<file path="src/rtl/tlc_pkg.sv">
// rtl/tlc_pkg.sv - shared lamp encodings, fault codes and monitor state type
package tlc_pkg;

    // Lamp encoding, one-hot: bit2 = red, bit1 = yellow, bit0 = green
    localparam logic [2:0] LAMP_RED = 3'b100;
    localparam logic [2:0] LAMP_YEL = 3'b010;
    localparam logic [2:0] LAMP_GRN = 3'b001;
    localparam logic [2:0] LAMP_OFF = 3'b000;

    // Fault codes; a lower value has higher priority
    localparam logic [2:0] FC_NONE         = 3'd0;
    localparam logic [2:0] FC_INVALID      = 3'd1;
    localparam logic [2:0] FC_CONFLICT     = 3'd2;
    localparam logic [2:0] FC_SKIP_YELLOW  = 3'd3;
    localparam logic [2:0] FC_SHORT_YELLOW = 3'd4;
    localparam logic [2:0] FC_BAD_SEQ      = 3'd5;

    typedef enum logic [1:0] {
        START   = 2'd0,
        MONITOR = 2'd1,
        FLASH   = 2'd2
    } mon_state_e;

    // Width of a counter holding values 0..n-1, never less than one bit
    function automatic int cnt_w(input int n);
        return (n > 1) ? $clog2(n) : 1;
    endfunction

endpackage

</file>
<file path="src/rtl/tlc_road_checker.sv">
// rtl/tlc_road_checker.sv - per-road sample stage, yellow counter and sequence checks
//
// Ports:
//   clock, reset    : rising-edge clock, asynchronous active-high reset
//   lamp_i[2:0]     : controller lamp for this road
//   sample_o[2:0]   : registered sample of lamp_i
//   invalid_o       : sample is not a legal one-hot lamp
//   skip_o          : green went straight to red
//   short_o         : yellow went to red before MIN_YELLOW cycles of yellow
//   bad_seq_o       : yellow went to green, or red went to yellow
module tlc_road_checker
    import tlc_pkg::*;
#(
    parameter int MIN_YELLOW = 3
) (
    input  logic       clock,
    input  logic       reset,
    input  logic [2:0] lamp_i,
    output logic [2:0] sample_o,
    output logic       invalid_o,
    output logic       skip_o,
    output logic       short_o,
    output logic       bad_seq_o
);

    localparam int            YW   = cnt_w(MIN_YELLOW + 1);
    localparam logic [YW-1:0] YSAT = YW'(MIN_YELLOW);

    logic [2:0]    sample_q;
    logic [2:0]    prev_q;
    logic [YW-1:0] ycnt_q;
    logic [YW-1:0] ycnt_d;

    // The counter is updated from the current sample, so while sample_q is the
    // first non-yellow value it holds the length of the yellow run in prev_q.
    always_comb begin
        ycnt_d = '0;
        if (sample_q == LAMP_YEL) begin
            ycnt_d = (ycnt_q == YSAT) ? ycnt_q : ycnt_q + 1'b1;
        end
    end

    always_ff @(posedge clock or posedge reset) begin
        if (reset) begin
            sample_q <= LAMP_RED;
            prev_q   <= LAMP_RED;
            ycnt_q   <= '0;
        end else begin
            sample_q <= lamp_i;
            prev_q   <= sample_q;
            ycnt_q   <= ycnt_d;
        end
    end

    assign sample_o  = sample_q;
    assign invalid_o = !((sample_q == LAMP_RED) || (sample_q == LAMP_YEL) ||
                         (sample_q == LAMP_GRN));
    assign skip_o    = (prev_q == LAMP_GRN) && (sample_q == LAMP_RED);
    assign short_o   = (prev_q == LAMP_YEL) && (sample_q == LAMP_RED) && (ycnt_q < YSAT);
    assign bad_seq_o = ((prev_q == LAMP_YEL) && (sample_q == LAMP_GRN)) ||
                       ((prev_q == LAMP_RED) && (sample_q == LAMP_YEL));

endmodule

</file>
<file path="src/rtl/tlc_conflict_monitor.sv">
// rtl/tlc_conflict_monitor.sv - safety monitor between traffic controller and road drivers
//
// Ports:
//   clock, reset            : rising-edge clock, asynchronous active-high reset
//   clear                   : fault clear request (only with FAULT_CLEAR_EN defined)
//   north/south/east/west   : controller lamps, one-hot {red, yellow, green}
//   lamp_north/south/east/west : lamps to the road drivers
//   fault                   : latched fault flag
//   fault_code[2:0]         : code of the first fault detected
//
// Build option: FAULT_CLEAR_EN adds the clear input so FLASH can be left
// without a reset once all four roads are sampled red.
module tlc_conflict_monitor
    import tlc_pkg::*;
#(
    parameter int MIN_YELLOW = 3,
    parameter int FLASH_HALF = 5,
    parameter int STARTUP    = 4
) (
    input  logic       clock,
    input  logic       reset,
`ifdef FAULT_CLEAR_EN
    input  logic       clear,
`endif
    input  logic [2:0] north,
    input  logic [2:0] south,
    input  logic [2:0] east,
    input  logic [2:0] west,
    output logic [2:0] lamp_north,
    output logic [2:0] lamp_south,
    output logic [2:0] lamp_east,
    output logic [2:0] lamp_west,
    output logic       fault,
    output logic [2:0] fault_code
);

    localparam int             STW     = cnt_w(STARTUP);
    localparam logic [STW-1:0] ST_LAST = STW'(STARTUP - 1);
    localparam int             FLW     = cnt_w(2 * FLASH_HALF);
    localparam logic [FLW-1:0] FL_LAST = FLW'(2 * FLASH_HALF - 1);
    localparam logic [FLW-1:0] FL_HALF = FLW'(FLASH_HALF);

    logic [2:0] road_in [4];
    logic [2:0] smp     [4];
    logic [2:0] lamp_v  [4];
    logic [3:0] inv_v, skip_v, short_v, bad_v;

    assign road_in[0] = north;
    assign road_in[1] = south;
    assign road_in[2] = east;
    assign road_in[3] = west;

    for (genvar g = 0; g < 4; g++) begin : g_road
        tlc_road_checker #(
            .MIN_YELLOW(MIN_YELLOW)
        ) u_road (
            .clock    (clock),
            .reset    (reset),
            .lamp_i   (road_in[g]),
            .sample_o (smp[g]),
            .invalid_o(inv_v[g]),
            .skip_o   (skip_v[g]),
            .short_o  (short_v[g]),
            .bad_seq_o(bad_v[g])
        );
    end

    // Conflict: more than one road showing anything other than red
    logic [2:0] n_active;
    always_comb begin
        n_active = '0;
        for (int i = 0; i < 4; i++) begin
            n_active = n_active + 3'(smp[i] != LAMP_RED);
        end
    end

    logic [2:0] det_code;
    always_comb begin
        det_code = FC_NONE;
        if (|inv_v)              det_code = FC_INVALID;
        else if (n_active > 3'd1) det_code = FC_CONFLICT;
        else if (|skip_v)        det_code = FC_SKIP_YELLOW;
        else if (|short_v)       det_code = FC_SHORT_YELLOW;
        else if (|bad_v)         det_code = FC_BAD_SEQ;
    end

`ifdef FAULT_CLEAR_EN
    logic all_red;
    assign all_red = (smp[0] == LAMP_RED) && (smp[1] == LAMP_RED) &&
                     (smp[2] == LAMP_RED) && (smp[3] == LAMP_RED);
`endif

    mon_state_e     state_q, state_d;
    logic [STW-1:0] st_cnt_q, st_cnt_d;
    logic [FLW-1:0] fl_cnt_q, fl_cnt_d;
    logic           fault_q, fault_d;
    logic [2:0]     code_q, code_d;

    always_ff @(posedge clock or posedge reset) begin
        if (reset) begin
            state_q  <= START;
            st_cnt_q <= '0;
            fl_cnt_q <= '0;
            fault_q  <= 1'b0;
            code_q   <= FC_NONE;
        end else begin
            state_q  <= state_d;
            st_cnt_q <= st_cnt_d;
            fl_cnt_q <= fl_cnt_d;
            fault_q  <= fault_d;
            code_q   <= code_d;
        end
    end

    always_comb begin
        state_d  = state_q;
        st_cnt_d = st_cnt_q;
        fl_cnt_d = '0;
        fault_d  = fault_q;
        code_d   = code_q;
        case (state_q)
            START: begin
                if (st_cnt_q == ST_LAST) begin
                    state_d  = MONITOR;
                    st_cnt_d = '0;
                end else begin
                    st_cnt_d = st_cnt_q + 1'b1;
                end
            end
            MONITOR: begin
                if (det_code != FC_NONE) begin
                    state_d = FLASH;
                    fault_d = 1'b1;
                    code_d  = det_code;
                end
            end
            FLASH: begin
                fl_cnt_d = (fl_cnt_q == FL_LAST) ? '0 : fl_cnt_q + 1'b1;
`ifdef FAULT_CLEAR_EN
                if (clear && all_red) begin
                    state_d  = START;
                    st_cnt_d = '0;
                    fl_cnt_d = '0;
                    fault_d  = 1'b0;
                    code_d   = FC_NONE;
                end
`endif
            end
            default: state_d = START;
        endcase
    end

    always_comb begin
        for (int i = 0; i < 4; i++) begin
            lamp_v[i] = LAMP_RED;
            if (state_q == MONITOR) begin
                lamp_v[i] = smp[i];
            end else if (state_q == FLASH) begin
                lamp_v[i] = (fl_cnt_q < FL_HALF) ? LAMP_RED : LAMP_OFF;
            end
        end
    end

    assign lamp_north = lamp_v[0];
    assign lamp_south = lamp_v[1];
    assign lamp_east  = lamp_v[2];
    assign lamp_west  = lamp_v[3];
    assign fault      = fault_q;
    assign fault_code = code_q;

endmodule

</file>
<file path="config.mk">
export PLATFORM = sky130hd
export DESIGN_NAME = tlc_conflict_monitor
export DESIGN_NICKNAME = d
export VERILOG_FILES = /design/src/rtl/tlc_pkg.sv /design/src/rtl/tlc_road_checker.sv /design/src/rtl/tlc_conflict_monitor.sv
export SDC_FILE = /design/constraint.sdc
export NUM_CORES = 1
export LEC_CHECK = 0
export CORE_MARGIN = 2
export CORE_UTILIZATION = 57
export DETAILED_ROUTE_END_ITERATION = 16
export GPL_TIMING_DRIVEN = 1
export PLACE_DENSITY = 0.82
export SYNTH_ARGS = -nofsm -noshare
export SYNTH_HDL_FRONTEND = slang
export SYNTH_SLANG_ARGS = --single-unit
</file>
<file path="constraint.sdc">
create_clock -name clock -period 3.2 [get_ports clock]
set_clock_uncertainty 0.1 [all_clocks]
set_input_delay 0.8 -clock clock [delete_from_list [all_inputs] [get_ports clock]]
set_output_delay 0.8 -clock clock [all_outputs]
set_load 0.005 [all_outputs]
</file>
**Word-level counts from Yosys, hierarchy flattened**

Index checks and enable logic that the tools add are counted.

- Bits of input ports: 14
- Word-level logic and storage cells: 144
- Register bits: 44

- Reductions and logical operators: 44
- Multiplexer cells: 25
- Eq/ne operators: 42
- Add/subtract/negate cells: 9
- Magnitude comparators: 6
- Bitwise operators: 1

Operators with widths:

| cell | count |
|---|---|
| $mux W3 | 11 |
| $eq A3 B1 Y1 const B | 8 |
| $eq A3 B2 Y1 const B | 8 |
| $eq A3 B3 Y1 const B | 8 |
| $mux W2 | 11 |
| $logic_and A1 B1 Y1 | 20 |
| $reduce_or A4 Y1 | 4 |
| $eq A2 B2 Y1 const B | 6 |
| $logic_or A1 B1 Y1 | 12 |
| $ne A2 B2 Y1 const B | 6 |
| $ne A3 B3 Y1 const B | 4 |
| $add A2 B1 Y2 const B | 5 |
| $lt A2 B2 Y1 const B | 4 |
| $mux W4 | 2 |
| $pmux W2 S3 | 1 |
| $add A4 B1 Y4 const B | 1 |
| $eq A4 B4 Y1 const B | 1 |
| $logic_not A1 Y1 | 4 |
| $lt A4 B3 Y1 const B | 1 |
| $add A2 B1 Y3 | 1 |
| $add A3 B1 Y3 | 1 |
| $gt A3 B1 Y1 const B | 1 |
| $reduce_and A3 Y1 | 1 |
| $reduce_bool A3 Y1 | 1 |
| other kinds (5) | 5 |

**Logic depth before layout (Yosys ltp)**

Gate-level depths: netlist of the first run.

- Depth after elaboration: 12
- Mapped depth: 8
- Gate-level depth less buffers: 8

**Cells and area by module**

Synthesis of the first run repeated with hierarchy kept, for this count alone.

- Cells, all modules: 178
- Area total of the unflattened synthesis: 2118.3 um2

By module, submodules not included:

| module | cells each | area each (um2) | seq. area each (um2) | times used |
|---|---|---|---|---|
| tlc_road_checker at g_road[1].u_road ... | 24 | 332.8 | 202.7 | 3 |
| tlc_conflict_monitor | 83 | 783.3 | 300.3 | 1 |
| tlc_road_checker at g_road[0].u_road | 23 | 336.6 | 202.7 | 1 |

**Least setup slack after synthesis of the first run**

OpenSTA, ideal clock, no wires.

- Path kind: register to register
- Start point: register g_road[1].u_road.sample_q[2]
- End point: register code_q[0], in the netlist fault_code[0]
- Data arrival time: 1938 ps
- Setup time: 127 ps
- Stages on the path, launching flop included: 8
- Period minus slack after synthesis: 2165 ps
- Path slack: 1035 ps
- Data required time: 2973 ps
- Cells stage by stage: dfstp_2 nor3b_1 fa_1 o21ai_0 inv_1 a21oi_1 o31a_1 o22ai_1

- Cells in the longest elaborated chain, start to end: 11
- Elaborated cells on any way between the ends: 28
- Classes of those cells: add/sub (3); order compare (1); eq/ne (4); mux (5); reduce/logical (15)

Ends and longest elaborated chain:

| what | line | source |
|---|---|---|
| start: declaration | tlc_road_checker.sv:29 | `logic [2:0] sample_q;` |
| start signal: assignment | tlc_road_checker.sv:49 | `sample_q <= lamp_i;` |
| parallel branches: the longest is 8 deep, another holds $add A2 B1 Y3 | - |  |
| $mux W3 * | tlc_conflict_monitor.sv:80 | `if (\|inv_v) det_code = FC_INVALID;` |
| $reduce_bool A3 Y1 | tlc_conflict_monitor.sv:131 | `if (det_code != FC_NONE) begin` |
| $reduce_and A2 Y1 (no source line) | - |  |
| end signal: assignment | tlc_conflict_monitor.sv:111 | `code_q <= code_d;` |
| end: declaration | tlc_conflict_monitor.sv:97 | `logic [2:0] code_q, code_d;` |

Every way passes the cells marked *.
A chain may end at the register's enable or synchronous reset.

**Worst setup path in the final report of the first run**

- Start point: register fl_cnt_q[0]
- End point: output port lamp_north[2]

- Cells in the longest elaborated chain, start to end: 4

Ends and longest elaborated chain:

| what | line | source |
|---|---|---|
| start: declaration | tlc_conflict_monitor.sv:95 | `logic [FLW-1:0] fl_cnt_q, fl_cnt_d;` |
| start signal: assignment | tlc_conflict_monitor.sv:109 | `fl_cnt_q <= fl_cnt_d;` |
| $lt A4 B3 Y1 | tlc_conflict_monitor.sv:159 | `lamp_v[i] = (fl_cnt_q < FL_HALF) ? LAMP_RED : LAMP_OFF;` |
| $mux W3 | tlc_conflict_monitor.sv:159 |  |
| $mux W3 | tlc_conflict_monitor.sv:158 | `end else if (state_q == FLASH) begin` |
| $mux W3 | tlc_conflict_monitor.sv:156 | `if (state_q == MONITOR) begin` |
| end: declaration | tlc_conflict_monitor.sv:29 | `output logic [2:0] lamp_north,` |

No other way between the ends.

==> results of run 1 <==
[how the worst max path moves through the flow]
stage               endpoint  cells after the start                          from
3_5_place_dp   lamp_north[2]                      6                   fl_cnt_q[0]
4_1_cts        lamp_north[2]                      6                   fl_cnt_q[0]
3_3_place_gp   lamp_north[2]                      6                   fl_cnt_q[0]
2_1_floorplan  fault_code[0]                      7  g_road[1].u_road.sample_o[2]
5_1_grt        lamp_north[2]                      6                   fl_cnt_q[1]
6_report       lamp_north[2]                      6                   fl_cnt_q[0]
[cells in the mapped netlist (2+ instances only)]
cell type  instances  area [um2]
or3b_2             3        26.3
dfrtp_1           36         901
o22ai_1            2        12.5
or4b_1             2        20.0
a22oi_1            2        15.0
nand3b_1           3        22.5
nand4_1            2        12.5
mux2_2             2        22.5
dfstp_2            8         210
inv_1              6        22.5
nand2b_1           6        37.5
or4_1              2        15.0
nor3_1             3        15.0
nor3b_1            3        22.5
mux2i_1            4        40.0
a21o_1             2        15.0
nor2_1            24        90.1
nor4b_1            4        35.0
or3b_1             3        26.3
nor4_1             3        18.8
o21ai_0            4        20.0
nand2_1            3        11.3
nand3_1            2        10.0
xor2_1             8        70.1
a21oi_1            2        10.0
and2_1             7        43.8
ha_1               8         100
nor2b_1            3        18.8
o21a_1             4        30.0
[logic make-up (layout without fill, tap and decap cells)]
logic type	count (synthesis)	count (layout)
AOI/OAI and AO/OA	22	22
xor gates and xnor gates	9	9
adders and majority gates	9	9
buffers and inverters	8	44
DFF	44	44
muxes	6	6
and+or+nand+nor	80	80
[stage by stage]
stage               area (um2)  total power, mW
floorplan                 2050            0.753
global placement          2400            0.856
detailed placement        2400            0.872
CTS                       2450             1.11
global route              2450             1.16
finish                    2450             1.10
[sequential cells by signal, summed over array words and instances, names as in the netlist]
name and flops:
fault 1, fault_code 3, fl_cnt_q 4, g_road.u_road.prev_q 12, g_road.u_road.sample_o 12, g_road.u_road.ycnt_q 8
st_cnt_q 2, state_q 2
[per-layer routing]
metal  vias up  wire [um]  global-route usage  share of wire
li1        700          -                   -              -
met1       697       1610               0.259           0.42
met5         -          0                   0              0
met2        41       1940               0.362           0.51
met4         0         33              0.0707         0.0087
met3         4        223              0.0599          0.059
[power groups by stage]
stage	registers, mW	clock network, mW	logic [mW]
after detailed placement	0.654	0	0.217
after global placement	0.649	0	0.207
after floorplan	0.640	0	0.113
after CTS	0.644	0.248	0.222
after global routing	0.652	0.270	0.242
final	0.644	0.237	0.218
[final cells by class]
type | instances | share of cell area
sequential | 44 | 0.454
multi-input combinational | 126 | 0.370
timing repair buffer | 31 | 0.125
tap | 46 | 0.0235
clock buffer | 6 | 0.0169
inverter | 6 | 0.00920
clock inverter | 1 | 0.00204
==> flow_summary.json, run 1 <==
{
  "status": "completed",
  "hp-start": "g_road[1].u_road.sample_o[2]",
  "post_synth_and_or_nand_nor_area_fraction": 0.241,
  "root_buffer": "clkbuf_4",
  "power_frac_comb": 0.198,
  "p_sw_frac": 0.261,
  "synth_area_mm2": 0.00205,
  "worstSetupPathType": "reg -> out",
  "internal_power_uw": 812,
  "worst_slack_ns": 0.228,
  "regArea_mm2": 0.00111,
  "hold_class": "reg -> reg",
  "yosys_warnings": 0,
  "reg2reg_from": "g_road[1].u_road.sample_o[2]",
  "cts_sinks": 44,
  "overflow": 0,
  "crit_arrival_ns": 2.07,
  "clock_latency_ns": 0.34,
  "layout_common_cells": "dfrtp_1, clkdlybuf4s50_1, nor2_1",
  "place_ws_ns": 0.612,
  "hold-path-endpoint": "g_road[1].u_road.prev_q[2]",
  "synth_adder_area_share": 0.0585,
  "avgSynthCellArea_um2": 11.5,
  "h-tree-depth": 2,
  "ys_seq_area_frac": 0.541,
  "num_io_pins": 30,
  "p_leak_nw": 1.07,
  "wl_per_cell_um": 14.6,
  "cp-start-kind": "flop",
  "tightest_slew_ns": 0.522,
  "multi_input_area_um2": 905,
  "power.density_mw_per_mm2": 449,
  "vias": 1442,
  "pwr-share-clk": 0.216,
  "die_area_mm2": 0.00410,
  "synth_cell_types": 46,
  "p_sw_uw": 287,
  "async_reset_ff_frac": 1.00,
  "cp-end-kind": "output port",
  "whs_ns": 0.325,
  "cpMaxStageDelayCell": "clkdlybuf4s50_1",
  "layout.nets": 237,
  "synth_compound_area_frac": 0.0719,
  "area_growth_pct": 19.2,
  "synth_top_family_by_area": "simple AND/OR/NAND/NOR gates",
  "path_clk_slew_ns": 0.11,
  "drv_slew": 0,
  "setup_tns_ns": 0,
  "grt_max_degree": 45,
  "fmax_ghz": 0.336,
  "dp_hpwl_um": 2870,
  "r2r_end": "fault_code[0]",
  "ctsHoldBuffers": 0,
  "core-area_mm2": 0.00339,
  "synth_mux_area_frac": 0.0305,
  "port_buffers": 29,
  "drt_iter0_markers": 31,
  "final_common_cell": "dfrtp_1",
  "path_buf_inv": 2,
  "ys_ff_latch": 44,
  "diodes": 0,
  "die_h_um": 64.0,
  "die_w_um": 64.0,
  "r2r_slack_ns": 0.70,
  "final_util": 0.722,
  "timing.final.crit_period_ns": 2.97,
  "clockBufferDepth": 2,
  "drc": 0,
  "syn_inst": 178,
  "reg2regPathDepth": 7,
  "crit_path_max_incr_delay_ns": 0.51,
  "cts_tree": "yes",
  "fin_crit_sh": 0.929,
  "drv_cap": 0,
  "cts.repair.resized": 0,
  "synth_xor_area_frac": 0.0384,
  "num-fill-cells": 247,
  "cts_setup_buffers": 0,
  "gr-usage-all-layers": 0.212,
  "grt_pass1_wl_um": 6650,
  "min_path_cells": 0,
  "path_delay_family": "buffers and inverters",
  "dr.pass1.iters": 4,
  "ant_nets": 0,
  "antenna_found_initial": 0,
  "worstPathRequired_ns": 2.30,
  "cp_max_fo": 5,
  "rsz0062_at_grt": "no",
  "place_inst": 253,
  "cts_buffers": 5,
  "slew_headroom": 0.652,
  "drive_gt1_frac": 0.112,
  "grt_pass1_vias": 1481,
  "synth_nets": 201,
  "gp_congestion": 0.926,
  "finalHoldViolations": 0,
  "seqPwrFrac": 0.586,
  "ir_drop_mv": 0.331,
  "synth_edf_count": 0,
  "initial_utilization": 0.606,
  "vias_per_cell": 5.55,
  "stdcell_count": 260,
  "rows": 21,
  "yosys_most_used_dff": "dfrtp_1",
  "crit_path_cell_trace": "inv_1 > ha_1 > nor2b_1 > o21ai_0 > o21a_1 > clkdlybuf4s50_1",
  "finalSetupViolations": 0,
  "totalWireLength_um": 3810
}
(Power assumes the default switching activity.)
==> run 2, diff against run 1 <==
--- a/config.mk
+++ b/config.mk
@@ -5,6 +5,7 @@
 export SDC_FILE = /design/constraint.sdc
 export NUM_CORES = 1
 export LEC_CHECK = 0
+export CAP_MARGIN = 5
 export CORE_MARGIN = 2
 export CORE_UTILIZATION = 57
 export DETAILED_ROUTE_END_ITERATION = 16
==> results of run 2 <==
The final DEF is identical to that of run 1; final timing and power are the same.
==> run 3, diff against run 2 <==
--- a/config.mk
+++ b/config.mk
@@ -5,12 +5,12 @@
 export SDC_FILE = /design/constraint.sdc
 export NUM_CORES = 1
 export LEC_CHECK = 0
-export CAP_MARGIN = 5
 export CORE_MARGIN = 2
 export CORE_UTILIZATION = 57
 export DETAILED_ROUTE_END_ITERATION = 16
 export GPL_TIMING_DRIVEN = 1
 export PLACE_DENSITY = 0.82
+export SETUP_SLACK_MARGIN = 0.05
 export SYNTH_ARGS = -nofsm -noshare
 export SYNTH_HDL_FRONTEND = slang
 export SYNTH_SLANG_ARGS = --single-unit
==> results of run 3 <==
The final DEF is identical to that of run 1; final timing and power are the same.
